<file path="src/rtl/sevenseg_pkg.sv">
// Shared constants and decode helper for the seven-segment scan driver.
package sevenseg_pkg;

  localparam logic [7:0] SEG_BLANK = 8'hFF;

  // Active-low g..a patterns with dp off, indexed by hex nibble (entry 0 is the LSB slice).
  localparam logic [15:0][7:0] SEG_TABLE = {
    8'h8E, 8'h86, 8'hA1, 8'hC6, 8'h83, 8'h88, 8'h90, 8'h80,
    8'hF8, 8'h82, 8'h92, 8'h99, 8'hB0, 8'hA4, 8'hF9, 8'hC0
  };

  // Per-frame scalar settings captured alongside the digit snapshot.
  typedef struct packed {
    logic       blank_lz;
    logic [3:0] brightness;
  } frame_cfg_t;

  function automatic logic [7:0] hex_to_seg(input logic [3:0] nibble, input logic dp_on);
    logic [7:0] seg;
    seg    = SEG_TABLE[nibble];
    seg[7] = ~dp_on;
    return seg;
  endfunction

endpackage

</file>
<file path="src/rtl/sevenseg_scanner_if.sv">
// Display-side bundle: debug values in, multiplexed select/segment pins out.
interface sevenseg_scanner_if #(
  parameter int unsigned NUM_DIGITS = 4
) ();

  logic [4*NUM_DIGITS-1:0] digits;
  logic [NUM_DIGITS-1:0]   digit_en;
  logic [NUM_DIGITS-1:0]   dp;
  logic                    blank_lz;
  logic [3:0]              brightness;
  logic [NUM_DIGITS-1:0]   display_sel;
  logic [7:0]              display;
  logic                    frame_start;

  modport master (
    output digits, digit_en, dp, blank_lz, brightness,
    input  display_sel, display, frame_start
  );

  modport slave (
    input  digits, digit_en, dp, blank_lz, brightness,
    output display_sel, display, frame_start
  );

endinterface

</file>
<file path="src/rtl/sevenseg_scanner_scan_timer.sv">
// Slot timer: cycle counter within a digit slot, current digit index, frame pulse.
module scan_timer #(
  parameter int unsigned NUM_DIGITS = 4,
  parameter int unsigned SCAN_DIV   = 2048
) (
  input  logic                          clock,
  input  logic                          Reset,
  output logic [$clog2(SCAN_DIV)-1:0]   cnt,
  output logic [$clog2(NUM_DIGITS)-1:0] idx,
  output logic                          frame_start,
  output logic                          frame_load_c
);

  localparam int unsigned CW = $clog2(SCAN_DIV);
  localparam int unsigned IW = $clog2(NUM_DIGITS);

  assign frame_load_c = (cnt == '0) && (idx == '0);

  always_ff @(posedge clock or posedge Reset) begin
    if (Reset) begin
      cnt         <= '0;
      idx         <= '0;
      frame_start <= 1'b0;
    end else begin
      frame_start <= frame_load_c;
      if (cnt == CW'(SCAN_DIV - 1)) begin
        cnt <= '0;
        if (idx == IW'(NUM_DIGITS - 1)) idx <= '0;
        else                            idx <= idx + IW'(1);
      end else begin
        cnt <= cnt + CW'(1);
      end
    end
  end

endmodule

</file>
<file path="src/rtl/sevenseg_scanner.sv">
// Multi-digit seven-segment scanner with frame snapshot, leading-zero blanking,
// brightness PWM and a blank guard at the start of every digit slot.
module sevenseg_scanner
  import sevenseg_pkg::*;
#(
  parameter int unsigned NUM_DIGITS = 4,
  parameter int unsigned SCAN_DIV   = 2048,
  parameter int unsigned GUARD      = 16
) (
  input  logic               clock,
  input  logic               Reset,
  sevenseg_scanner_if.slave  bus
);

  localparam int unsigned CW = $clog2(SCAN_DIV);
  localparam int unsigned IW = $clog2(NUM_DIGITS);
  localparam int unsigned PW = CW + 5;
  localparam int unsigned DW = 4 * NUM_DIGITS;

  logic [CW-1:0]         cnt;
  logic [IW-1:0]         idx;
  logic                  frame_start;
  logic                  frame_load_c;

  logic [DW-1:0]         snap_digits;
  logic [NUM_DIGITS-1:0] snap_en;
  logic [NUM_DIGITS-1:0] snap_dp;
  frame_cfg_t            snap_cfg;

  logic [NUM_DIGITS-1:0] lz_c;
  logic                  zero_above;
  logic [3:0]            nib_c;
  logic [PW-1:0]         on_time_c;
  logic [PW-1:0]         cnt_w_c;
  logic                  lit_c;
  logic [7:0]            seg_c;

  logic [NUM_DIGITS-1:0] display_sel;
  logic [7:0]            display;

  scan_timer #(
    .NUM_DIGITS (NUM_DIGITS),
    .SCAN_DIV   (SCAN_DIV)
  ) u_timer (
    .clock        (clock),
    .Reset        (Reset),
    .cnt          (cnt),
    .idx          (idx),
    .frame_start  (frame_start),
    .frame_load_c (frame_load_c)
  );

  // Inputs are frozen once per frame so a value never tears across digits.
  always_ff @(posedge clock or posedge Reset) begin
    if (Reset) begin
      snap_digits <= '0;
      snap_en     <= '0;
      snap_dp     <= '0;
      snap_cfg    <= '0;
    end else if (frame_load_c) begin
      snap_digits         <= bus.digits;
      snap_en             <= bus.digit_en;
      snap_dp             <= bus.dp;
      snap_cfg.blank_lz   <= bus.blank_lz;
      snap_cfg.brightness <= bus.brightness;
    end
  end

  // Digit i is a leading zero when it and every higher digit are zero; digit 0 always shows.
  always_comb begin
    lz_c       = '0;
    zero_above = 1'b1;
    for (int i = int'(NUM_DIGITS) - 1; i >= 0; i--) begin
      zero_above = zero_above & (snap_digits[4*i +: 4] == 4'h0);
      if (i != 0) lz_c[i] = zero_above & snap_cfg.blank_lz;
    end
  end

  // Lit window starts after the guard; its length scales with brightness in 1/16 steps.
  always_comb begin
    nib_c     = snap_digits[{idx, 2'b00} +: 4];
    on_time_c = PW'(((PW'(snap_cfg.brightness) + PW'(1)) * PW'(SCAN_DIV - GUARD)) >> 4);
    cnt_w_c   = PW'(cnt);
    lit_c     = (cnt_w_c >= PW'(GUARD)) &&
                (cnt_w_c < (PW'(GUARD) + on_time_c)) &&
                snap_en[idx] && !lz_c[idx];
    seg_c     = hex_to_seg(nib_c, snap_dp[idx]);
  end

  always_ff @(posedge clock or posedge Reset) begin
    if (Reset) begin
      display_sel <= '1;
      display     <= SEG_BLANK;
    end else if (lit_c) begin
      display_sel <= ~(NUM_DIGITS'(1) << idx);
      display     <= seg_c;
    end else begin
      display_sel <= '1;
      display     <= SEG_BLANK;
    end
  end

  assign bus.display_sel = display_sel;
  assign bus.display     = display;
  assign bus.frame_start = frame_start;

endmodule

</file>
<file path="src/flat_wrapper.sv">
// flat-port wrapper written by rule: the top's interface ports become plain ports
module sevenseg_scanner_flat import sevenseg_pkg::*;
#(
  parameter int unsigned NUM_DIGITS = 4,
  parameter int unsigned SCAN_DIV   = 2048,
  parameter int unsigned GUARD      = 16
)
  (clock, Reset, bus_digits, bus_digit_en, bus_dp, bus_blank_lz, bus_brightness, bus_display_sel, bus_display, bus_frame_start);
  sevenseg_scanner_if #(.NUM_DIGITS(NUM_DIGITS)) bus_i ();
  input  logic clock;
  input  logic Reset;
  input wire logic [$bits(bus_i.digits)-1:0] bus_digits;
  input wire logic [$bits(bus_i.digit_en)-1:0] bus_digit_en;
  input wire logic [$bits(bus_i.dp)-1:0] bus_dp;
  input wire logic [$bits(bus_i.blank_lz)-1:0] bus_blank_lz;
  input wire logic [$bits(bus_i.brightness)-1:0] bus_brightness;
  output wire logic [$bits(bus_i.display_sel)-1:0] bus_display_sel;
  output wire logic [$bits(bus_i.display)-1:0] bus_display;
  output wire logic [$bits(bus_i.frame_start)-1:0] bus_frame_start;
  assign bus_i.digits = bus_digits;
  assign bus_i.digit_en = bus_digit_en;
  assign bus_i.dp = bus_dp;
  assign bus_i.blank_lz = bus_blank_lz;
  assign bus_i.brightness = bus_brightness;
  assign bus_display_sel = bus_i.display_sel;
  assign bus_display = bus_i.display;
  assign bus_frame_start = bus_i.frame_start;
  sevenseg_scanner #(.NUM_DIGITS(NUM_DIGITS), .SCAN_DIV(SCAN_DIV), .GUARD(GUARD)) u_core (.clock(clock), .Reset(Reset), .bus(bus_i));
endmodule
</file>
<file path="config.mk">
export PLATFORM = sky130hd
export DESIGN_NAME = sevenseg_scanner_flat
export DESIGN_NICKNAME = d
export VERILOG_FILES = /design/src/rtl/sevenseg_pkg.sv /design/src/rtl/sevenseg_scanner_if.sv /design/src/rtl/sevenseg_scanner_scan_timer.sv /design/src/rtl/sevenseg_scanner.sv /design/src/flat_wrapper.sv
export SDC_FILE = /design/constraint.sdc
export NUM_CORES = 1
export LEC_CHECK = 0
export CAP_MARGIN = 20
export CORE_AREA = 2 2 83 85
export DETAILED_ROUTE_END_ITERATION = 10
export DIE_AREA = 0 0 85 87
export HOLD_SLACK_MARGIN = 0.03
export PLACE_DENSITY = 0.82
export SETUP_SLACK_MARGIN = 0.15
export SKIP_LAST_GASP = 1
export SLEW_MARGIN = 5
export SYNTH_ARGS = -nofsm -noshare
export SYNTH_HDL_FRONTEND = slang
export SYNTH_HIERARCHICAL = 1
export SYNTH_SLANG_ARGS = --single-unit
</file>
<file path="constraint.sdc">
create_clock -name clock -period 8.4 [get_ports clock]
set_input_delay 0.84 -clock clock [delete_from_list [all_inputs] [get_ports clock]]
set_output_delay 0.84 -clock clock [all_outputs]
set_load 0.03 [all_outputs]
</file>
Word level (Yosys, flattened, before mapping)
Memories as Yosys holds them, arrays and structs flattened.
Cells that the tools add are included.
- add/sub/neg operators: 4
- $mul: 1
- divide/modulo/power cells: 0
- order comparisons: 4
- equality and inequality tests: 2
- shift operators: 2
- mux-type cells: 11
- bitwise operators: 7
- reductions and logical operators: 10
- operator list (kind ; number):
    $lt A11 B16 Y1 ; 1
    $mul A16 B7 Y12 const B ; 1
    $shiftx A16 B5 Y4 ; 1
    $add A5 B12 Y13 const A ; 1
    $logic_not A4 Y1 ; 3
    $add A11 B1 Y11 const B ; 1
    $eq A11 B11 Y1 const B ; 1
    $ge A11 B5 Y1 const B ; 1
    $logic_not A11 Y1 ; 1
    $mux W11 ; 1
    $mux W8 ; 1
    $mux W7 ; 1
    $bmux W1 S2 ; 3
    $add A4 B1 Y5 const B ; 1
    $and A1 B1 Y1 ; 5
    $lt A4 B5 Y1 const B ; 1
    $logic_and A1 B1 Y1 ; 4
    $mux W4 ; 1
    $not A4 Y4 ; 1
    $shl A1 B2 Y4 const A ; 1
    $lt A2 B3 Y1 const B ; 1
    $mux W1 ; 3
    $add A2 B1 Y2 const B ; 1
    $eq A2 B2 Y1 const B ; 1
    4 further kinds ; 4
- register bits after elaboration: 55
- bits in latches: 0
- RAM bits: 0
- ROM bits: 128
- input port bits: 31
- output and inout bits: 13
- word-level logic and storage cells: 52
- memories kept: 1
- memory list (name ; words ; width ; read ports ; clocked after memory_dff ; wr ports ; line ; text):
    (name not given) ; 16 ; 8 ; 1 ; 0 ; 0 ; sevenseg_pkg.sv:20 ; seg = SEG_TABLE[nibble];

Depth between registers and ports, before layout
Gate-level depths: netlist of run 1.
- word-level depth: 9
- mapped depth: 23
- depth with buffers taken out: 22

Hierarchy
Netlist of run 1, hierarchy kept.
- by module, submodules not included (module ; instances ; cells an instance ; area an instance (um^2) ; seq. area each (um^2)):
    sevenseg_scanner ; 1 ; 267 ; 3027.9 ; 1041.0
    scan_timer ; 1 ; 65 ; 725.7 ; 350.3

Worst setup path after synthesis of run 1
Ideal clock, no wire load.
- path kind: register -> register
- start point: register u_core/snap_cfg[0] (netlist name)
- end point: register u_core.display[4], in the netlist u_core/bus.display[4]
- setup time: 0.084 ns
- data arrival time: 4.990 ns
- required time: 8.316 ns
- setup slack: 3.325 ns
- cell stages (with the launch flop): 21
- path buffers: 1
- clock period less this slack: 5.075 ns
- path through: dfrtp_1 ha_1 xor2_1 fa_1 fa_1 inv_1 fa_1 inv_1 ha_1 nor2b_1 o31ai_1 nand2_1 nor2_1 xor2_1 ha_1 nand2_1 nor3_1 o22ai_1 a2111o_1 buf_6 o2111ai_1
- word-level cells in the longest chain between the ends: 8
- RTL lines (item ; line ; text):
    start: declaration ; sevenseg_scanner.sv:28 ; frame_cfg_t snap_cfg;
    $add A4 B1 Y5 ; sevenseg_scanner.sv:82 ; on_time_c = PW'(((PW'(snap_cfg.brightness) + PW'(1)) * PW'(SCAN_DIV - GUARD)) >> 4);
    $mul A16 B7 Y12 ; sevenseg_scanner.sv:82 ;
    $add A5 B12 Y13 ; sevenseg_scanner.sv:85 ; (cnt_w_c < (PW'(GUARD) + on_time_c)) &&
    $lt A11 B16 Y1 ; sevenseg_scanner.sv:85 ;
    $logic_and A1 B1 Y1 ; sevenseg_scanner.sv:84 ; lit_c = (cnt_w_c >= PW'(GUARD)) &&
    $logic_and A1 B1 Y1 ; sevenseg_scanner.sv:85 ;
    $logic_and A1 B1 Y1 ; sevenseg_scanner.sv:86 ; snap_en[idx] && !lz_c[idx];
    $mux W8 ; sevenseg_scanner.sv:94 ; end else if (lit_c) begin
    end signal: assignment ; sevenseg_scanner.sv:96 ; display <= seg_c;
    end: declaration ; sevenseg_scanner.sv:39 ; logic [7:0] display;
Every way passes these cells.
A chain may end at the register's enable or synchronous reset.

Worst setup path in the final report of run 1
- start point: register u_core/snap_cfg[0] (netlist name)
- end point: register u_core.display_sel[3], in the netlist u_core/bus.display_sel[3]
- word-level cells in the longest chain between the ends: 8
- RTL lines (item ; line ; text):
    $add A4 B1 Y5 ; sevenseg_scanner.sv:82 ;
    $mul A16 B7 Y12 ; sevenseg_scanner.sv:82 ;
    $add A5 B12 Y13 ; sevenseg_scanner.sv:85 ;
    $lt A11 B16 Y1 ; sevenseg_scanner.sv:85 ;
    $logic_and A1 B1 Y1 ; sevenseg_scanner.sv:84 ;
    $logic_and A1 B1 Y1 ; sevenseg_scanner.sv:85 ;
    $logic_and A1 B1 Y1 ; sevenseg_scanner.sv:86 ;
    $mux W4 ; sevenseg_scanner.sv:94 ;
    end signal: assignment ; sevenseg_scanner.sv:95 ; display_sel <= ~(NUM_DIGITS'(1) << idx);
    end: declaration ; sevenseg_scanner.sv:38 ; logic [NUM_DIGITS-1:0] display_sel;
Every way passes these cells.

==> results of run 1 <==
[sequential cells by signal (all words and copies together), names as in the netlist]
signal,flops
u_core/u_timer/frame_start,1
u_core/snap_digits,16
u_core/snap_cfg,5
u_core/u_timer/idx,2
u_core/snap_dp,4
u_core/snap_en,4
u_core/bus.display,8
u_core/bus.display_sel,4
u_core/u_timer/cnt,11
[cell families after synthesis]
logic type,count (synthesis),share of synthesized area
AND/OR/NAND/NOR,73,0.114
flip-flops,55,0.371
adder cells (fa/ha/maj),54,0.206
buffers and inverters,49,0.0543
AO/OA/AOI/OAI,47,0.0860
multiplexers,38,0.132
XOR/XNOR,16,0.0373
[worst max-delay path by stage]
stage | start | end | slack, ns | depth (start not counted)
after global placement | u_core/snap_cfg[0] | u_core/bus.display_sel[2] | 2.98 | 19
after detailed placement | u_core/snap_cfg[0] | u_core/bus.display_sel[3] | 2.73 | 19
final | u_core/snap_cfg[0] | u_core/bus.display_sel[3] | 2.71 | 19
after CTS | u_core/snap_cfg[0] | u_core/bus.display_sel[3] | 2.69 | 19
after floorplan | u_core/snap_cfg[0] | u_core/bus.display[4] | 3.33 | 20
after global routing | u_core/snap_cfg[0] | u_core/bus.display[2] | 2.33 | 19
[final cells by class]
class	count	area [um^2]	area share
Clock buffer	5	68.8	0.0157
Clock inverter	3	46.3	0.0106
Inverter	39	146	0.0335
Multi-Input combinational cell	228	2160	0.495
Sequential cell	55	1390	0.318
Tap cell	80	100	0.0229
Timing Repair Buffer	46	453	0.104
[worst max-delay path, delay by kind of cell, from the launching register on]
family | cells | cell delay (ns)
adder cells (fa/ha/maj) | 6 | 2.65
buffers and inverters | 2 | 0.10
flip-flops | 1 | 0.47
AO/OA/AOI/OAI | 3 | 1.07
AND/OR/NAND/NOR | 6 | 0.87
XOR/XNOR | 2 | 0.45
[cell usage after synthesis, types with 3 or more instances]
| cell type | instances | area share |
|---|---|---|
| a22oi_1 | 3 | 0.0060 |
| fa_1 | 13 | 0.069 |
| a21oi_1 | 11 | 0.015 |
| ha_1 | 41 | 0.14 |
| inv_1 | 38 | 0.038 |
| nand4_1 | 3 | 0.0050 |
| clkbuf_1 | 4 | 0.0040 |
| nor2_1 | 12 | 0.012 |
| xnor2_1 | 8 | 0.019 |
| dfrtp_1 | 43 | 0.29 |
| nand3_1 | 12 | 0.016 |
| o21ai_0 | 7 | 0.0093 |
| nor4_1 | 4 | 0.0067 |
| nor2b_1 | 4 | 0.0067 |
| dfstp_2 | 12 | 0.084 |
| mux2_2 | 18 | 0.054 |
| xor2_1 | 8 | 0.019 |
| o21ai_1 | 4 | 0.0053 |
| mux4_2 | 6 | 0.036 |
| nand2_1 | 18 | 0.018 |
| buf_2 | 3 | 0.0040 |
| mux2_1 | 14 | 0.042 |
| a21o_1 | 3 | 0.0060 |
[through the flow]
stage,power (uW),instance area (um^2)
2_1_floorplan,564,3750
3_3_place_gp,646,4250
3_5_place_dp,661,4250
4_1_cts,840,4360
5_1_grt,895,4370
6_report,832,4370
[power groups by stage]
stage | registers, uW | clock network [uW] | logic [uW]
after floorplan | 319 | 0 | 245
after global placement | 300 | 0 | 345
after detailed placement | 301 | 0 | 360
after CTS | 296 | 182 | 363
after global routing | 297 | 190 | 407
final | 296 | 176 | 361
[routing by layer]
layer	share of wire	routed length, um	vias to the layer above
met4	0.013	91	0
li1	-	-	1248
met1	0.47	3350	1263
met2	0.49	3500	49
met5	0	0	-
met3	0.034	244	9
==> results.sh, run 1 <==
export IMPL_clkSlewWorstSetupHoldPaths_ns=0.10
export IMPL_nNetsFinal=460
export IMPL_crit_chain="ha_1 -> xor2_1 -> fa_1 -> fa_1 -> inv_1 -> fa_1 -> inv_1 -> ha_1 -> nor2b_1 -> o31ai_1 -> nand2_1 -> nor2_1 -> xor2_1 -> ha_1 -> nand2_1 -> nor3_1 -> o22ai_1 -> a2111o_1 -> nand4_1"
export IMPL_gr_max_usage_layer="met2"
export IMPL_outcome="completed"
export IMPL_final_setup_viol_count=0
export IMPL_utilization=0.665
export IMPL_leakagePower_uw=0.00197
export IMPL_synth_distinct_cells=57
export IMPL_clockPowerShare=0.211
export IMPL_synth_cell_area_um2=3750
export IMPL_placed_cells=447
export IMPL_io_buffers=43
export IMPL_antenna_found_initial=0
export IMPL_grt_usage=0.207
export IMPL_setup_tns_ns=0
export IMPL_finalMaxSlewViolations=0
export IMPL_fin_cells=456
export IMPL_syn_to_final_growth_pct=16.4
export IMPL_die_h_um=87
export IMPL_critPathLaunchType="register"
export IMPL_synth_edf_count=0
export IMPL_drive_gt1_frac=0.157
export IMPL_antenna_cells=0
export IMPL_pre_cts_slack_ns=2.73
export IMPL_fin_ws_ns=2.71
export IMPL_crit_slowest_cell="fa_1"
export IMPL_hold_viol=0
export IMPL_via_count=2569
export IMPL_grtUsageMet3=0.0360
export IMPL_grt_pass1_vias=2647
export IMPL_cts_tree="yes"
export IMPL_drt_first_pass_iters=5
export IMPL_ant_nets=0
export IMPL_critPathMaxStageDelay_ns=0.65
export IMPL_synthCells=332
export IMPL_async_flop_share=1.00
export IMPL_grt_max_degree=42
export IMPL_p_int_uw=536
export IMPL_maxCapViolCount=0
export IMPL_tightestPinTransition_ns=0.636
export IMPL_switching_share=0.357
export IMPL_final_cell_mix="clkdlybuf4s50_1, dfrtp_1, ha_1, inv_1"
export IMPL_worst_path_max_fanout=12
export IMPL_design_core_area_um2=6570
export IMPL_max_freq_mhz=176
export IMPL_rsz0062_at_grt="false"
export IMPL_yosysSeqAreaShare=0.371
export IMPL_post_cts_buffers=0
export IMPL_vdd_ir_drop_max_mv=0.107
export IMPL_fill_cells=502
export IMPL_first_iter_violations=184
export IMPL_wl_um=7180
export IMPL_holdCritPathClass="reg -> reg"
export IMPL_holdPathEnd="u_core/snap_en[1]"
export IMPL_timing_final_crit_period_ns=5.69
export IMPL_grt_pass1_wl_um=12200
export IMPL_fp_dieW_um=85
export IMPL_reg2reg_from="u_core/snap_cfg[0]"
export IMPL_vias_per_cell=5.63
export IMPL_dp_hpwl_um=5620
export IMPL_p_sw_uw=297
export IMPL_io_pins=44
export IMPL_yosys_register_bits=55
export IMPL_grt_overflow=0
export IMPL_gr_usage_met1=0.282
export IMPL_arrival_ns=5.92
export IMPL_powerDensity_nw_per_um2=190
export IMPL_hold_buffers=0
export IMPL_die_area_um2=7400
export IMPL_synth_main_ff_cell="dfrtp_1"
export IMPL_ys_warn_count=6
export IMPL_rows=30
export IMPL_clk_latency_ns=0.31
export IMPL_whs_path_depth=1
export IMPL_h_tree_depth=2
export IMPL_clkSinkCount=55
export IMPL_post_drt_wl_per_cell_um=15.8
export IMPL_min_delay_start="u_core/snap_en[1]"
export IMPL_finalCritPeriodShare=0.678
export IMPL_r2r_cells=19
export IMPL_seq_power_share=0.355
export IMPL_clockRootBuffer="clkbuf_8"
export IMPL_worstSetupPathType="reg -> reg"
export IMPL_r2r_setup_slack_ns=2.71
export IMPL_synth_avg_cell_area_um2=11.3
export IMPL_clk_path_buf_depth=2
export IMPL_timing_rr_end="u_core/bus.display_sel[3]"
export IMPL_endpoint_kind="register"
export IMPL_holdWs_ns=0.497
export IMPL_grt_use_met2=0.350
export IMPL_synth_fp_nets=417
export IMPL_post_cts_resized=0
export IMPL_clock_skew_ns=0.0156
export IMPL_gp_congestion=0.848
export IMPL_required_ns=8.63
export IMPL_drc=0
export IMPL_p_comb_frac=0.434
export IMPL_start_util=0.571
export IMPL_slew_headroom=0.576
export IMPL_cts_buffers=5
No activity file was read; power rests on OpenSTA's default activity.
==> inputs of run 2 (changes only) <==
- CORE_AREA: 2 2 83 85 -> 2 2 89 91
- DIE_AREA: 0 0 85 87 -> 0 0 91 93
- PLACE_DENSITY: 0.82 -> 0.76
- clock period: 8.4 -> 5.1 ns (I/O delays scaled with it)
==> results.sh, run 2 (synthesis results as in run 1) <==
export IMPL_mostFrequentLayoutCell="clkdlybuf4s50_1"
export IMPL_syn_to_final_growth_pct=29.8
export IMPL_clk_latency_ns=0.31
export IMPL_wl_um=8060
export IMPL_via_count=2728
export IMPL_p_int_uw=1050
export IMPL_vdd_ir_drop_max_mv=0.148
export IMPL_gr_max_usage_layer="met2"
export IMPL_cpLargestDelayFamily="adder cells"
export IMPL_critPathMaxStageDelay_ns=0.63
export IMPL_design_core_area_um2=7530
export IMPL_antenna_found_initial=0
export IMPL_slew_headroom=0.574
export IMPL_critPathLaunchType="register"
export IMPL_grt_max_degree=42
export IMPL_drc=0
export IMPL_clkSinkCount=55
export IMPL_p_comb_frac=0.528
export IMPL_gp_congestion=0.803
export IMPL_powerDensity_nw_per_um2=338
export IMPL_clk_path_buf_depth=2
export IMPL_ant_nets=0
export IMPL_die_area_um2=8460
export IMPL_setup_tns_ns=0
export IMPL_worst_path_buf_inv=4
export IMPL_antenna_cells=0
export IMPL_endpoint_kind="register"
export IMPL_crit_chain="nand3_4 -> xnor2_4 -> inv_2 -> fa_2 -> buf_6 -> fa_1 -> fa_1 -> inv_1 -> ha_4 -> o211a_1 -> o31ai_4 -> nand2_1 -> nor2_2 -> xor2_1 -> ha_1 -> nand2_2 -> nor3_2 -> o22ai_1 -> a2111o_1 -> buf_6 -> nand4b_1"
export IMPL_top_register="u_core/snap_digits"
export IMPL_fin_cells=506
export IMPL_drive_gt1_frac=0.314
export IMPL_rows=32
export IMPL_switching_share=0.362
export IMPL_die_h_um=93
export IMPL_post_drt_wl_per_cell_um=15.9
export IMPL_hold_viol=0
export IMPL_drt_first_pass_iters=4
export IMPL_clockRootBuffer="clkbuf_8"
export IMPL_grt_use_met2=0.337
export IMPL_fill_cells=586
export IMPL_start_util=0.499
export IMPL_io_pins=44
export IMPL_vias_per_cell=5.39
export IMPL_io_buffers=43
export IMPL_leakagePower_uw=0.00215
export IMPL_tightestPinTransition_ns=0.639
export IMPL_rsz0062_at_grt="false"
export IMPL_maxCapViolCount=0
export IMPL_required_ns=5.35
export IMPL_holdCritPathClass="reg -> reg"
export IMPL_grt_pass1_vias=2851
export IMPL_p_sw_uw=596
export IMPL_largest_reg_flops=16
export IMPL_p_total_uw=1650
export IMPL_clockPowerShare=0.176
export IMPL_max_freq_mhz=208
export IMPL_final_setup_viol_count=0
export IMPL_first_iter_violations=87
export IMPL_seq_power_share=0.296
export IMPL_grt_usage=0.196
export IMPL_finalCritPeriodShare=0.941
export IMPL_worstSetupPathType="reg -> reg"
export IMPL_h_tree_depth=2
export IMPL_clkSlewWorstSetupHoldPaths_ns=0.10
export IMPL_cts_buffers=5
export IMPL_final_cell_mix="clkdlybuf4s50_1, dfrtp_1, ha_1, inv_1, buf_4"
export IMPL_finalMaxSlewViolations=0
export IMPL_cts_tree="yes"
export IMPL_outcome="completed"
export IMPL_nNetsFinal=488
export IMPL_grt_pass1_wl_um=13500
export IMPL_grtUsageMet3=0.0250
export IMPL_grt_overflow=0
export IMPL_reg_top3="u_core/snap_digits: 16 flops, u_core/u_timer/cnt: 11 flops, u_core/bus.display: 8 flops"
export IMPL_fp_dieW_um=91
export IMPL_arrival_ns=5.05
export IMPL_placed_cells=485
export IMPL_clock_skew_ns=0.00954
export IMPL_timing_final_crit_period_ns=4.80
export IMPL_crit_slowest_cell="fa_2"
export IMPL_gr_usage_met1=0.265
export IMPL_dp_hpwl_um=5910
export IMPL_worst_path_max_fanout=6
-- run 2: per-stage QoR --
stage / worst slack, ns / hold WS [ns] / area [um^2] / util
5_1_grt: 0.125 / 0.517 / 4870 / 0.647
3_5_place_dp: 0.0138 / 0.475 / 4410 / 0.586
6_report: 0.298 / 0.501 / 4870 / 0.647
4_1_cts: 0.152 / 0.504 / 4610 / 0.613
2_1_floorplan: 0.188 / 0.399 / 3770 / -
3_3_place_gp: 0.164 / 0.475 / 4410 / 0.586
-- run 2: power groups by stage --
stage | Sequential, uW | Clock [uW] | Combinational, uW
after floorplan | 526 | 0 | 409
after global placement | 494 | 0 | 616
after detailed placement | 495 | 0 | 642
after CTS | 487 | 299 | 688
after global routing | 491 | 312 | 960
final | 488 | 290 | 870
-- run 2: final cells by class --
cell class / instances / area [um^2] / area share
repair buffers: 74 / 686 / 0.141
well taps: 102 / 128 / 0.0262
clock inverters: 3 / 43.8 / 0.00899
clock buffers: 5 / 68.8 / 0.0141
inverters: 39 / 151 / 0.0311
flip-flops and latches: 55 / 1400 / 0.286
multi-input cells: 228 / 2400 / 0.493
-- run 2: per-layer routing --
| layer | vias up | routed length, um |
|---|---|---|
| met5 | - | 0 |
| met4 | 0 | 155 |
| met3 | 11 | 271 |
| met2 | 60 | 4100 |
| met1 | 1349 | 3540 |
| li1 | 1308 | - |
-- run 2: timing repair --
action / in CTS / in global routing
pin swaps: 8 / 32
endpoints found under the setup margin: 12 / 12
cloned: 0 / 1
resized for setup: 9 / 48
setup buffers: 6 / 5
hold buffers: 0 / 0
-- run 2: worst register-to-register path, cell delays in order (launching register included) --
cell and delay, ns:
dfrtp_2 0.44, nand3_4 0.12, xnor2_4 0.17, inv_2 0.07, fa_2 0.63, buf_6 0.12, fa_1 0.43, fa_1 0.53
inv_1 0.07, ha_4 0.27, o211a_1 0.18, o31ai_4 0.08, nand2_1 0.10, nor2_2 0.05, xor2_1 0.14, ha_1 0.31
nand2_2 0.07, nor3_2 0.16, o22ai_1 0.10, a2111o_1 0.44, buf_6 0.17, nand4b_1 0.09
-- run 2: worst paths after layout --
path,start,to,slack [ns],cells after the start
setup / recovery,u_core/snap_cfg[1],u_core/bus.display_sel[2],0.30,21
hold / removal,u_core/snap_digits[2],u_core/snap_digits[2],0.50,1
setup reg to reg,u_core/snap_cfg[1],u_core/bus.display_sel[2],0.30,21
hold reg to reg,u_core/snap_digits[2],u_core/snap_digits[2],0.50,1
max in group asynchronous,Reset,u_core/snap_cfg[1],4.07,3
min in group asynchronous,Reset,u_core/u_timer/cnt[2],0.56,2
